$ cat src/rtl/dsp_mac_pipe.sv
// Four-stage pre-add / multiply / post-add slice with runtime opmode, accumulate and carry/borrow out.
// opmode bits: [0] pre_sub, [1] use_pre, [2] post_sub, [3] accum.
module dsp_mac_pipe #(
    parameter int A_WIDTH  = 18,
    parameter int BD_WIDTH = 18,
    parameter int P_WIDTH  = 48
) (
    input  logic                clk,
    input  logic                rst_n,
    input  logic                in_valid,
    input  logic [A_WIDTH-1:0]  A,
    input  logic [BD_WIDTH-1:0] B,
    input  logic [BD_WIDTH-1:0] D,
    input  logic [P_WIDTH-1:0]  C,
    input  logic [3:0]          opmode,
    output logic [P_WIDTH-1:0]  P,
    output logic                carry_out,
    output logic                out_valid
);

    generate
        if (P_WIDTH < A_WIDTH + BD_WIDTH) begin : g_width_chk
            $error("dsp_mac_pipe: P_WIDTH must be >= A_WIDTH + BD_WIDTH");
        end
    endgenerate

    // Valid semantics: in_valid qualifies one sample per cycle with no backpressure;
    // out_valid is high for exactly the cycle in which P/carry_out took that sample's result.

    logic [A_WIDTH-1:0]          a1_q, a2_q;
    logic [BD_WIDTH-1:0]         b1_q, d1_q, pre2_q;
    logic [P_WIDTH-1:0]          c1_q, c2_q, c3_q, m3_q, p_q;
    logic [3:0]                  op1_q, op2_q, op3_q;
    logic                        v1_q, v2_q, v3_q, ov_q, co_q;

    logic [BD_WIDTH-1:0]         pre_d;
    logic [A_WIDTH+BD_WIDTH-1:0] m_full;
    logic [P_WIDTH-1:0]          m_d;
    logic [P_WIDTH-1:0]          z;
    logic [P_WIDTH:0]            r_d;

    always_comb begin
        pre_d  = b1_q;
        if (op1_q[1]) begin
            pre_d = op1_q[0] ? (d1_q - b1_q) : (d1_q + b1_q);
        end
        m_full = a2_q * pre2_q;
        m_d    = P_WIDTH'(m_full);
        // Accumulate uses the P register as it stands before this cycle's update.
        z      = op3_q[3] ? p_q : c3_q;
        r_d    = op3_q[2] ? ({1'b0, z} - {1'b0, m3_q}) : ({1'b0, z} + {1'b0, m3_q});
    end

    always_ff @(posedge clk) begin
        if (!rst_n) begin
            a1_q   <= '0;
            b1_q   <= '0;
            d1_q   <= '0;
            c1_q   <= '0;
            op1_q  <= '0;
            v1_q   <= 1'b0;
            pre2_q <= '0;
            a2_q   <= '0;
            c2_q   <= '0;
            op2_q  <= '0;
            v2_q   <= 1'b0;
            m3_q   <= '0;
            c3_q   <= '0;
            op3_q  <= '0;
            v3_q   <= 1'b0;
            p_q    <= '0;
            co_q   <= 1'b0;
            ov_q   <= 1'b0;
        end else begin
            a1_q   <= A;
            b1_q   <= B;
            d1_q   <= D;
            c1_q   <= C;
            op1_q  <= opmode;
            v1_q   <= in_valid;
            pre2_q <= pre_d;
            a2_q   <= a1_q;
            c2_q   <= c1_q;
            op2_q  <= op1_q;
            v2_q   <= v1_q;
            m3_q   <= m_d;
            c3_q   <= c2_q;
            op3_q  <= op2_q;
            v3_q   <= v2_q;
            ov_q   <= v3_q;
            if (v3_q) begin
                p_q  <= r_d[P_WIDTH-1:0];
                co_q <= r_d[P_WIDTH];
            end
        end
    end

    assign P         = p_q;
    assign carry_out = co_q;
    assign out_valid = ov_q;

endmodule

$ cat config.mk
export PLATFORM = sky130hd
export DESIGN_NAME = dsp_mac_pipe
export DESIGN_NICKNAME = d
export VERILOG_FILES = /design/src/rtl/dsp_mac_pipe.sv
export SDC_FILE = /design/constraint.sdc
export NUM_CORES = 1
export LEC_CHECK = 0
export CAP_MARGIN = 5
export CORE_ASPECT_RATIO = 0.7
export CORE_MARGIN = 2
export CORE_UTILIZATION = 50
export DETAILED_ROUTE_END_ITERATION = 10
export PLACE_DENSITY = 0.78
export SYNTH_ARGS = -nofsm -noshare
export SYNTH_HDL_FRONTEND = slang
export SYNTH_SLANG_ARGS = --single-unit
$ cat constraint.sdc
create_clock -name clk -period 14.26 [get_ports clk]
set_input_delay 2.852 -clock clk [delete_from_list [all_inputs] [get_ports clk]]
set_output_delay 2.852 -clock clk [all_outputs]
set_load 0.005 [all_outputs]
==> insert_results.sql, run 1 <==
INSERT INTO impl_metrics (metric_group, metric, value, unit) VALUES
('status', 'outcome', 'completed', ''),
('floorplanning', 'initial_utilization', '50.7', '%'),
('pwr', 'p_int', '0.00190', 'W'),
('layout', 'nFillCells', '4300', ''),
('critical_path', 'worst_ep_arrival_time', '7.28', 'ns'),
('synthesis', 'count_of_cell_types_in_the_netlist', '69', ''),
('floorplanning', 'core', '49300', 'sq um'),
('flow_run', 'max-cap-violations', '0', ''),
('pwr', 'power_frac_clock', '35.5', '%'),
('layout', 'drive_gt1_share', '4.55', '%'),
('drt', 'totalWireLength', '62.0', 'mm'),
('synthesis', 'netlist_area', '25000', 'sq um'),
('sta', 'grt_setup_unrepaired', 'false', ''),
('pwr', 'combinational_cell_fraction_of_total_power', '27.1', '%'),
('clock_network', 'cts_resized', '0', ''),
('clock_network', 'maximum_number_of_buffers_from_clock_root_to_sink', '3', ''),
('global_routing', 'grt_first_pass_wirelength', '100', 'mm'),
('synthesis', 'synth_largest_area_cell', 'dfxtp_1', ''),
('synthesis', 'synthMostInstantiatedCell', 'and2_1', ''),
('sta', 'timing.max_slew.rel_slack', '19.2', '%'),
('synthesis', 'syn_inst', '2730', ''),
('sta', 'hold_ws', '0.426', 'ns'),
('drt', '1st_pass_router_iterations', '5', ''),
('synthesis', 'synth_ff_type', 'dfxtp_1', ''),
('sta', 'max_clock_freq', '146', 'MHz'),
('min_path', 'worst_min_path_class', 'reg2reg', ''),
('critical_path', 'worstPathRequired', '14.68', 'ns'),
('clock_network', 'cts_buffers', '35', ''),
('sta', 'timing_max_transition_violations_final', '0', ''),
('sta', 'clock-skew-final', '0.0223', 'ns'),
('floorplanning', 'boundaryPins', '159', ''),
('synthesis', 'syn-mean-instance-area', '9.16', 'sq um'),
('pwr', 'power_switching_share', '32.0', '%'),
('clock_network', 'insertion_delay', '0.54', 'ns'),
('placed_design', 'buffer_ports.inserted', '158', ''),
('placed_design', 'gp_congestion', '0.912', ''),
('clock_network', 'cts_tree', 'yes', ''),
('placed_design', 'post_detailed_placement_half_perimeter_wirelength', '49.3', 'mm'),
('drt', 'post_route_drc', '0', ''),
('floorplanning', 'die_h', '191', 'um'),
('sta', 'finalSetupViolations', '0', ''),
('critical_path', 'capturing_element_type_of_the_critical_path', 'flip-flop', ''),
('critical_path', 'critPathMaxFanout', '18', ''),
('synthesis', 'synth_enable_flop_cells', '0', ''),
('synthesis', 'mappedNetlistNets', '3274', ''),
('critical_path', 'timing_worst_setup_path_type', 'reg2reg', ''),
('clock_network', 'root_driver', 'clkbuf_16', ''),
('synthesis', 'ys_ff_latch', '331', ''),
('global_routing', 'antenna_violations_before_repair', '8', ''),
('layout', 'fin_nets', '3351', ''),
('global_routing', 'number_of_global_route_vias_before_repair', '19000', ''),
('layout', 'fin_cells', '3501', ''),
('pwr', 'ir_worst_vdd', '0.0000795', 'V'),
('floorplanning', 'chipWidth', '271', 'um'),
('synthesis', 'synth_seq_area_share', '26.5', '%'),
('sta', 'finalCriticalPeriod', '6.86', 'ns'),
('synthesis', 'synth-warning-count', '0', ''),
('pwr', 'power_per_cell_area', '98.7', 'nW/um^2'),
('sta', 'hold_violations', '0', ''),
('drt', 'detail_route.wl_per_cell', '17.7', 'um'),
('pwr', 'seqPwrFrac', '37.4', '%'),
('sta', 'final.period_utilization', '48.1', '%'),
('clock_network', 'cts_hold_buf', '0', ''),
('clock_network', 'cts_htree_levels', '2', ''),
('pwr', 'net_switching_power', '0.000892', 'W'),
('critical_path', 'category_of_the_worst_setup_path_launch_point', 'flip-flop', ''),
('floorplanning', 'core.rowCount', '68', ''),
('floorplanning', 'fp.dieArea', '51800', 'sq um'),
('global_routing', 'grt-ovfl-total', '0', ''),
('global_routing', 'maximum_number_of_pins_on_one_net_before_global_route_repair', '136', ''),
('synthesis', 'synth_top_area_share', '26.5', '%');
[cell families (layout without fill, tap and decap cells)]
| kind of cell | count (synthesis) | in the layout | synth area share (%) |
|---|---|---|---|
| adders and majority gates | 435 | 435 | 29.5 |
| DFF | 331 | 331 | 26.5 |
| buffers and inverters | 464 | 567 | 6.98 |
| and+or+nand+nor | 948 | 948 | 20.0 |
| xor gates and xnor gates | 131 | 131 | 4.59 |
| other | 0 | 3 | 0 |
| AOI/OAI and AO/OA | 330 | 330 | 8.55 |
| muxes | 91 | 91 | 3.88 |
[power by group through the flow]
stage | Clock, W | Sequential, W | Combinational [W]
6_report | 0.000991 | 0.00104 | 0.000757
5_1_grt | 0.00105 | 0.00105 | 0.000845
4_1_cts | 0.00101 | 0.00104 | 0.000752
3_5_place_dp | 0 | 0.00106 | 0.000748
3_3_place_gp | 0 | 0.00106 | 0.000727
2_1_floorplan | 0 | 0.00102 | 0.000574
[cells in the final DEF, fill, tap and decap left out, types with 7 or more instances in the layout]
cell	n
and2_1	395
inv_1	339
dfxtp_1	329
nand2_1	272
fa_1	258
ha_1	177
clkdlybuf4s50_1	157
a21oi_1	104
xnor2_1	94
nor2_1	90
o21ai_0	57
nor2b_1	52
a21o_1	52
mux2_2	47
mux2i_1	44
xor2_1	37
clkbuf_16	37
nor3_1	32
a31oi_1	25
nand3_1	23
and3_1	18
nand4_1	18
o21bai_1	15
nand2b_1	13
o21ai_1	10
o21a_1	8
o211a_1	7
[per-layer routing]
metal	GRT usage [%]	vias up	share of wire, %
met5	0	-	0.069
met1	34.8	9065	47
met4	4.73	6	1.5
li1	-	8841	-
met2	37.8	619	44
met3	4.74	84	7.6
[final timing paths]
path / to / from / cells past startpoint / slack [ns]
worst max-delay path: m3_q[34] / a2_q[8] / 21 / 7.40
worst min register to register: op3_q[3] / op2_q[3] / 1 / 0.43
worst min-delay path: op3_q[3] / op2_q[3] / 1 / 0.43
worst max register to register: m3_q[34] / a2_q[8] / 21 / 7.40
[worst max-delay path, cell delays in order (launching register included)]
cell      delay, ns
dfxtp_1        0.80
nand2_1        0.17
fa_1           0.59
fa_1           0.43
fa_1           0.48
fa_1           0.49
inv_1          0.06
fa_1           0.54
inv_1          0.06
fa_1           0.53
inv_1          0.04
ha_1           0.31
and3_1         0.24
a31oi_1        0.18
o21ai_0        0.13
a211oi_1       0.31
o21ai_1        0.19
a21oi_1        0.42
o21ai_1        0.21
a41oi_1        0.30
xnor2_1        0.08
and2_1         0.15
[cell type report]
type | instances | area, sq um | area share, %
clock inverter | 15 | 239 | 0.846
clock buffer | 48 | 1020 | 3.60
timing repair buffer | 164 | 1630 | 5.76
inverter | 340 | 1280 | 4.52
tap | 665 | 832 | 2.94
sequential | 331 | 6630 | 23.5
antenna | 3 | 7.51 | 0.0266
multi-input combinational | 1935 | 16600 | 58.9
[flip-flops by register name, summed over array words and instances, names as in the netlist]
| register | flops |
|---|---|
| P | 48 |
| c1_q | 48 |
| c2_q | 48 |
| c3_q | 48 |
| m3_q | 36 |
| a1_q | 18 |
| a2_q | 18 |
| b1_q | 18 |
| d1_q | 18 |
| pre2_q | 18 |
| op1_q | 4 |
| op2_q | 2 |
| op3_q | 2 |
| carry_out | 1 |
| out_valid | 1 |
| v1_q | 1 |
| v2_q | 1 |
| v3_q | 1 |
[per-stage QoR]
step	instance area, sq um	worst slack (ns)
after floorplan	25000	8.17
after global placement	27000	7.67
after detailed placement	27000	7.55
after CTS	28300	7.45
after global routing	28300	7.06
final	28300	7.40
(Power assumes the default switching activity.)
==> run 2, diff against run 1 <==
Clock period 14.26 ns to 6.9 ns, I/O delays scaled along.
==> run 2 against run 1 <==
  * Maximum frequency is 3.9% higher
  * Global-route usage is 0.89 points higher
  * Core utilization is 0.30 points higher
  * Final cell count is 0.63% higher
  * Total power is 110% higher
  * Clock power is 100% higher
  * Highest routed layer unchanged
==> insert_results.sql, run 2 (synthesized netlist as in run 1, its figures left out) <==
INSERT INTO impl_metrics (metric_group, metric, value, unit) VALUES
('clock_network', 'insertion_delay', '0.55', 'ns'),
('sta', 'timing_worst_slew_pin_value', '1.14', 'ns'),
('clock_network', 'clkTransAtPathRegs', '0.06', 'ns'),
('clock_network', 'cts_htree_levels', '2', ''),
('drt', 'via_per_inst', '5.34', ''),
('placed_design', 'buffer_ports.inserted', '158', ''),
('layout', 'drive_gt1_share', '5.64', '%'),
('critical_path', 'category_of_the_worst_setup_path_launch_point', 'flip-flop', ''),
('sta', 'finalCriticalPeriod', '6.60', 'ns'),
('global_routing', 'grt-ovfl-total', '0', ''),
('drt', 'totalWireLength', '64.2', 'mm'),
('min_path', 'holdCritStartpoint', 'c2_q[0]', ''),
('placed_design', 'gp_congestion', '0.955', ''),
('clock_network', 'root_driver', 'clkbuf_16', ''),
('drt', '1st_pass_router_iterations', '6', ''),
('pwr', 'report.power.total', '0.00573', 'W'),
('placed_design', 'placed_area', '27200', 'sq um'),
('critical_path', 'worst_ep_arrival_time', '7.02', 'ns'),
('floorplanning', 'fp.dieArea', '51800', 'sq um'),
('layout', 'post-route-cell-area', '28400', 'sq um'),
('pwr', 'ir_worst_vdd', '0.000160', 'V'),
('global_routing', 'grt_first_pass_wirelength', '103', 'mm'),
('critical_path', 'timing_worst_setup_path_type', 'reg2reg', ''),
('pwr', 'power_per_cell_area', '202', 'nW/um^2'),
('clock_network', 'cts.repair_timing.setup_buffer_count', '0', ''),
('clock_network', 'cts_tree', 'yes', ''),
('floorplanning', 'die_h', '191', 'um'),
('global_routing', 'antenna_violations_before_repair', '9', ''),
('critical_path', 'crit_path_start', 'a2_q[15]', ''),
('drt', 'post_route_drc', '0', ''),
('global_routing', 'number_of_global_route_vias_before_repair', '19200', ''),
('layout', 'mostFrequentLayoutCell', 'and2_1', ''),
('floorplanning', 'core.rowCount', '68', ''),
('layout', 'fin_nets', '3375', ''),
('placed_design', 'post_detailed_placement_half_perimeter_wirelength', '50.9', 'mm'),
('critical_path', 'capturing_element_type_of_the_critical_path', 'flip-flop', ''),
('drt', 'initialDrtViolationCount', '1520', ''),
('clock_network', 'cts_buffers', '35', ''),
('global_routing', 'grt_usage', '25.1', '%'),
('sta', 'setup-tns-final', '0', 'ns'),
('pwr', 'static-leakage-power', '13.4', 'nW'),
('floorplanning', 'chipWidth', '271', 'um'),
('floorplanning', 'initial_utilization', '50.7', '%'),
('drt', 'detail_route.wl_per_cell', '18.2', 'um'),
('sta', 'hold_violations', '0', ''),
('critical_path', 'critPathMaxFanout', '18', ''),
('sta', 'timing.max_slew.rel_slack', '23.9', '%'),
('global_routing', 'maximum_number_of_pins_on_one_net_before_global_route_repair', '144', ''),
('layout', 'layout.cells.most_common_list', '395 x and2_1, 339 x inv_1, 323 x dfxtp_1, 272 x nand2_1, 258 x fa_1', ''),
('sta', 'clock-skew-final', '0.0247', 'ns'),
('sta', 'timing_max_transition_violations_final', '0', ''),
('drt', 'postRouteAntennaNets', '0', ''),
('layout', 'areaGrowthSynthToFinish', '13.6', '%'),
('flow_run', 'max-cap-violations', '0', ''),
('sta', 'finalSetupViolations', '0', ''),
('sta', 'max_clock_freq', '152', 'MHz'),
('floorplanning', 'core', '49300', 'sq um'),
('drt', 'route.vias.total', '18800', ''),
('clock_network', 'cts.sinks', '331', ''),
('sta', 'final.period_utilization', '95.6', '%'),
('floorplanning', 'boundaryPins', '159', ''),
('clock_network', 'maximum_number_of_buffers_from_clock_root_to_sink', '3', ''),
('critical_path', 'worst_r2r_startpoint', 'a2_q[15]', ''),
('sta', 'grt_setup_unrepaired', 'false', ''),
('min_path', 'worst_min_path_class', 'reg2reg', ''),
('critical_path', 'worstPathRequired', '7.32', 'ns'),
('status', 'outcome', 'completed', '');
==> run 2: cell count changes in the layout (fill, tap and decap cells not counted) <==
cell,before,now
a21oi_2,2,3
diode_2,3,1
clkinv_2,2,3
clkbuf_1,6,5
dfxtp_1,329,323
inv_6,4,3
buf_4,6,30
clkinv_4,1,3
a21oi_1,104,103
dfxtp_2,2,8
clkinvlp_4,2,0
clkbuf_8,5,9
bufinv_16,5,2
==> run 2: critical path, stage by stage (launching register included) <==
cell and delay (ns):
dfxtp_1 0.89, nand2_1 0.21, fa_1 0.56, fa_1 0.51, fa_1 0.52, inv_1 0.06, fa_1 0.49, fa_1 0.49
inv_1 0.05, fa_1 0.48, inv_1 0.04, ha_1 0.38, nand4_1 0.16, a211oi_2 0.30, nor4bb_1 0.12, a311oi_2 0.36
a31oi_1 0.24, o41ai_2 0.35, xnor2_1 0.09, and2_1 0.15
==> run 2: what timing repair did <==
item / 4_1_cts / 5_1_grt
setup endpoints to repair: 0 / 4
gates resized for setup: 0 / 7
hold buffers: 0 / 0
==> run 2: cell type report <==
class / instances / area (sq um)
Inverter: 340 / 1280
Timing Repair Buffer: 188 / 1810
Sequential cell: 331 / 6640
Antenna cell: 1 / 2.50
Tap cell: 665 / 832
Clock inverter: 12 / 148
Multi-Input combinational cell: 1935 / 16600
Clock buffer: 51 / 1070
Fill cell: 4235 / 20900
==> run 2: path summary, 6_finish.rpt <==
check	to	cells past startpoint	slack [ns]
worst max-delay path	m3_q[35]	19	0.30
worst max register to register	m3_q[35]	19	0.30
worst min register to register	c3_q[0]	1	0.43
worst min-delay path	c3_q[0]	1	0.43
==> run 2: through the flow <==
step,hold slack (ns),util (%),setup slack [ns],cells
finish,0.428,57.6,0.302,3523
global route,0.438,57.6,0.0419,3523
CTS,0.431,57.5,0.174,3522
detailed placement,0.417,55.1,0.211,3459
global placement,0.417,55.1,0.332,3459
floorplan,0.412,-,0.808,2730
==> run 2: routing by layer <==
metal | share of wire, % | GRT usage [%]
met4 | 2.1 | 5.35
met3 | 9.0 | 6.28
met1 | 47 | 36.3
met2 | 42 | 37.8
met5 | 0.10 | 0
==> run 2: report_power, final <==
group | internal (W) | switching (W) | total, W
combinational | 0.000687 | 0.000920 | 0.00161
sequential | 0.00201 | 0.000129 | 0.00214
clock | 0.00117 | 0.000814 | 0.00198
total | 0.00387 | 0.00186 | 0.00573
==> run 3, diff against run 2 <==
Settings changed: ABC_AREA set to 1.
==> run 3 against run 2 <==
  * Non-clock buffer count is 13 lower
  * Area after synthesis rose by 13%
  * Core utilization shrank 0.85 points
  * Critical path depth unchanged
  * Worst hold slack worse by 0.023 ns
  * Critical path type unchanged
  * Highest routed layer is now met4
==> insert_results.sql, run 3 <==
INSERT INTO impl_metrics (metric_group, metric, value, unit) VALUES
('global_routing', 'global_route.usage.met1', '39.6', '%'),
('layout', 'layout.cells.most_common_list', '1163 x nand2_1, 1098 x inv_1, 330 x dfxtp_1, 258 x fa_1, 235 x nor2_1', ''),
('critical_path', 'category_of_the_worst_setup_path_launch_point', 'flip-flop', ''),
('sta', 'max_clock_freq', '161', 'MHz'),
('critical_path', 'worstPathRequired', '7.38', 'ns'),
('sta', 'timing_worst_slew_pin_value', '0.919', 'ns'),
('sta', 'hold_violations', '0', ''),
('sta', 'finalSetupViolations', '0', ''),
('critical_path', 'worst_ep_arrival_time', '6.68', 'ns'),
('clock_network', 'cts_resized', '0', ''),
('drt', 'initialDrtViolationCount', '1990', ''),
('placed_design', 'numPlacedInstances', '4878', ''),
('layout', 'areaGrowthSynthToFinish', '11.6', '%'),
('placed_design', 'buffer_ports.inserted', '158', ''),
('synthesis', 'synth_largest_area_cell', 'dfxtp_1', ''),
('sta', 'grt_setup_unrepaired', 'false', ''),
('min_path', 'holdCritStartpoint', 'c2_q[41]', ''),
('synthesis', 'netlist_area', '28200', 'sq um'),
('critical_path', 'worst-r2r-setup-slack', '0.70', 'ns'),
('synthesis', 'ys_ff_latch', '331', ''),
('drt', 'route.vias.total', '24100', ''),
('critical_path', 'rr_worst_depth', '19', ''),
('critical_path', 'crit_path_start', 'pre2_q[3]', ''),
('drt', 'totalWireLength', '72.8', 'mm'),
('global_routing', 'antenna_violations_before_repair', '0', ''),
('sta', 'final.period_utilization', '89.8', '%'),
('clock_network', 'cts.repair_timing.setup_buffer_count', '0', ''),
('floorplanning', 'fp.dieArea', '58300', 'sq um'),
('floorplanning', 'boundaryPins', '159', ''),
('layout', 'drive_gt1_share', '5.12', '%'),
('sta', 'timing_max_transition_violations_final', '0', ''),
('drt', '1st_pass_router_iterations', '7', ''),
('flow_run', 'max-cap-violations', '0', ''),
('sta', 'timing.max_slew.rel_slack', '38.7', '%'),
('critical_path', 'timing_worst_setup_path_type', 'reg2reg', ''),
('synthesis', 'synth_common_cells', '1163 x nand2_1, 1099 x inv_1, 331 x dfxtp_1, 258 x fa_1, 235 x nor2_1', ''),
('synthesis', 'synth_top_area_share', '23.5', '%'),
('layout', 'fin_nets', '4719', ''),
('global_routing', 'grtUsageMet3', '4.99', '%'),
('synthesis', 'synth_enable_flop_cells', '0', ''),
('floorplanning', 'initial_utilization', '50.8', '%'),
('floorplanning', 'die_h', '203', 'um'),
('floorplanning', 'core', '55500', 'sq um'),
('synthesis', 'synth_ff_type', 'dfxtp_1', ''),
('floorplanning', 'chipWidth', '288', 'um'),
('clock_network', 'cts_buffers', '35', ''),
('clock_network', 'cts_tree', 'yes', ''),
('status', 'outcome', 'completed', ''),
('global_routing', 'grt_usage', '25.9', '%'),
('critical_path', 'reg2reg_to', 'm3_q[30]', ''),
('layout', 'fin_cells', '4938', ''),
('synthesis', 'syn_inst', '4099', ''),
('placed_design', 'post_detailed_placement_half_perimeter_wirelength', '58.7', 'mm'),
('global_routing', 'grt-ovfl-total', '0', ''),
('drt', 'postRouteAntennaNets', '0', ''),
('critical_path', 'worst_r2r_startpoint', 'pre2_q[3]', ''),
('sta', 'setup-tns-final', '0', 'ns'),
('synthesis', 'count_of_cell_types_in_the_netlist', '47', ''),
('clock_network', 'insertion_delay', '0.57', 'ns'),
('synthesis', 'synthMostInstantiatedCell', 'nand2_1', ''),
('layout', 'antenna_cells_inserted', '0', ''),
('global_routing', 'met2_usage', '37.8', '%'),
('sta', 'clock-skew-final', '0.0429', 'ns'),
('pwr', 'ir_worst_vdd', '0.000132', 'V'),
('clock_network', 'maximum_number_of_buffers_from_clock_root_to_sink', '3', ''),
('pwr', 'power_per_cell_area', '186', 'nW/um^2'),
('layout', 'mostFrequentLayoutCell', 'nand2_1', ''),
('global_routing', 'grt_first_pass_wirelength', '120', 'mm'),
('drt', 'post_route_drc', '0', ''),
('synthesis', 'post_synth_main_area_contributors', 'dfxtp_1 23%, fa_1 18%, nand2_1 15%', ''),
('pwr', 'static-leakage-power', '18.7', 'nW'),
('placed_design', 'gp_congestion', '1.00', ''),
('placed_design', 'dpl_worst_slack', '0.961', 'ns'),
('synthesis', 'synth-warning-count', '0', ''),
('sta', 'final_critical_path_setup_slack', '0.704', 'ns'),
('clock_network', 'clkTransAtPathRegs', '0.07', 'ns'),
('synthesis', 'mappedNetlistNets', '4643', ''),
('floorplanning', 'core.rowCount', '72', ''),
('clock_network', 'root_driver', 'clkbuf_16', ''),
('drt', 'detail_route.wl_per_cell', '14.7', 'um'),
('clock_network', 'cts_htree_levels', '2', ''),
('clock_network', 'cts_hold_buf', '0', ''),
('global_routing', 'number_of_global_route_vias_before_repair', '23200', ''),
('global_routing', 'maximum_number_of_pins_on_one_net_before_global_route_repair', '133', ''),
('min_path', 'worst_hold_path.endpoint', 'c3_q[41]', ''),
('synthesis', 'synth_seq_area_share', '23.5', '%'),
('critical_path', 'capturing_element_type_of_the_critical_path', 'flip-flop', ''),
('synthesis', 'syn-mean-instance-area', '6.88', 'sq um'),
('critical_path', 'critPathMaxFanout', '18', ''),
('min_path', 'worst_min_path_class', 'reg2reg', ''),
('min_path', 'hold_path_depth', '2', ''),
('drt', 'via_per_inst', '4.88', ''),
('synthesis', 'ys_async_sr_fraction', '0', '%'),
('global_routing', 'busiest_layer', 'met1', ''),
('clock_network', 'cts.sinks', '331', ''),
('sta', 'finalCriticalPeriod', '6.20', 'ns');
run 3: changes by cell type in the layout (fill, tap and decap cells not counted), sizes merged, moves of 83 or more:
cell and delta:
nand2 +920, a21oi +90, nor2 +190, and2 -395, xnor2 -83, inv +782
run 3: layout make-up:
cell class / count / area, sq um
multi-input combinational: 2511 / 16800
clock inverter: 15 / 166
tap: 740 / 926
inverter: 1121 / 4210
sequential: 331 / 6630
clock buffer: 45 / 993
timing repair buffer: 175 / 1710
fill: 5331 / 24000
run 3: metrics by stage:
| stage | util [%] | power, W | area [sq um] | hold slack [ns] |
|---|---|---|---|---|
| after floorplan | - | 0.00341 | 28200 | 0.390 |
| after CTS | 56.7 | 0.00587 | 31500 | 0.408 |
| after global placement | 54.6 | 0.00390 | 30300 | 0.393 |
| final | 56.7 | 0.00586 | 31500 | 0.405 |
| after detailed placement | 54.6 | 0.00393 | 30300 | 0.396 |
| after global routing | 56.7 | 0.00622 | 31500 | 0.424 |
run 3: kinds of logic (layout without fill, tap and decap cells):
kind of cell | count (synthesis) | in the layout | synth area share, %
xor+xnor | 82 | 82 | 2.55
mux | 13 | 13 | 0.515
compound gates | 347 | 347 | 6.55
simple gates | 1634 | 1634 | 23.9
fa+ha+maj | 435 | 435 | 26.2
buf+inv | 1257 | 1356 | 16.8
flops | 331 | 331 | 23.5
run 3: worst max-delay path: stages (launching register included):
cell	delay (ns)
dfxtp_1	0.90
nand2_1	0.19
fa_1	0.54
fa_1	0.54
inv_1	0.05
fa_1	0.48
fa_1	0.45
fa_1	0.51
inv_1	0.07
fa_1	0.48
inv_1	0.04
ha_1	0.37
nand2_1	0.15
nor2_1	0.42
nand2_1	0.27
nor4_1	0.24
a21oi_1	0.14
nand2_1	0.11
nand2_1	0.05
nor2_1	0.10
run 3: per-layer routing:
metal  vias to the layer above  share of wire, %
li1                      12000                 -
met1                     11100                49
met2                       888                40
met3                        71               9.6
met4                         0               1.6
met5                         -                 0
run 3: how the worst max path moves through the flow:
stage	endpoint	slack (ns)
floorplan	m3_q[26]	1.58
global placement	m3_q[28]	0.97
detailed placement	m3_q[28]	0.96
CTS	m3_q[28]	0.92
global route	m3_q[30]	0.46
finish	m3_q[30]	0.70
run 3: power by group:
group          switching, W  internal (W)  leakage, nW
sequential         0.000127       0.00201         2.72
combinational       0.00115      0.000635         15.4
clock              0.000832       0.00111        0.568
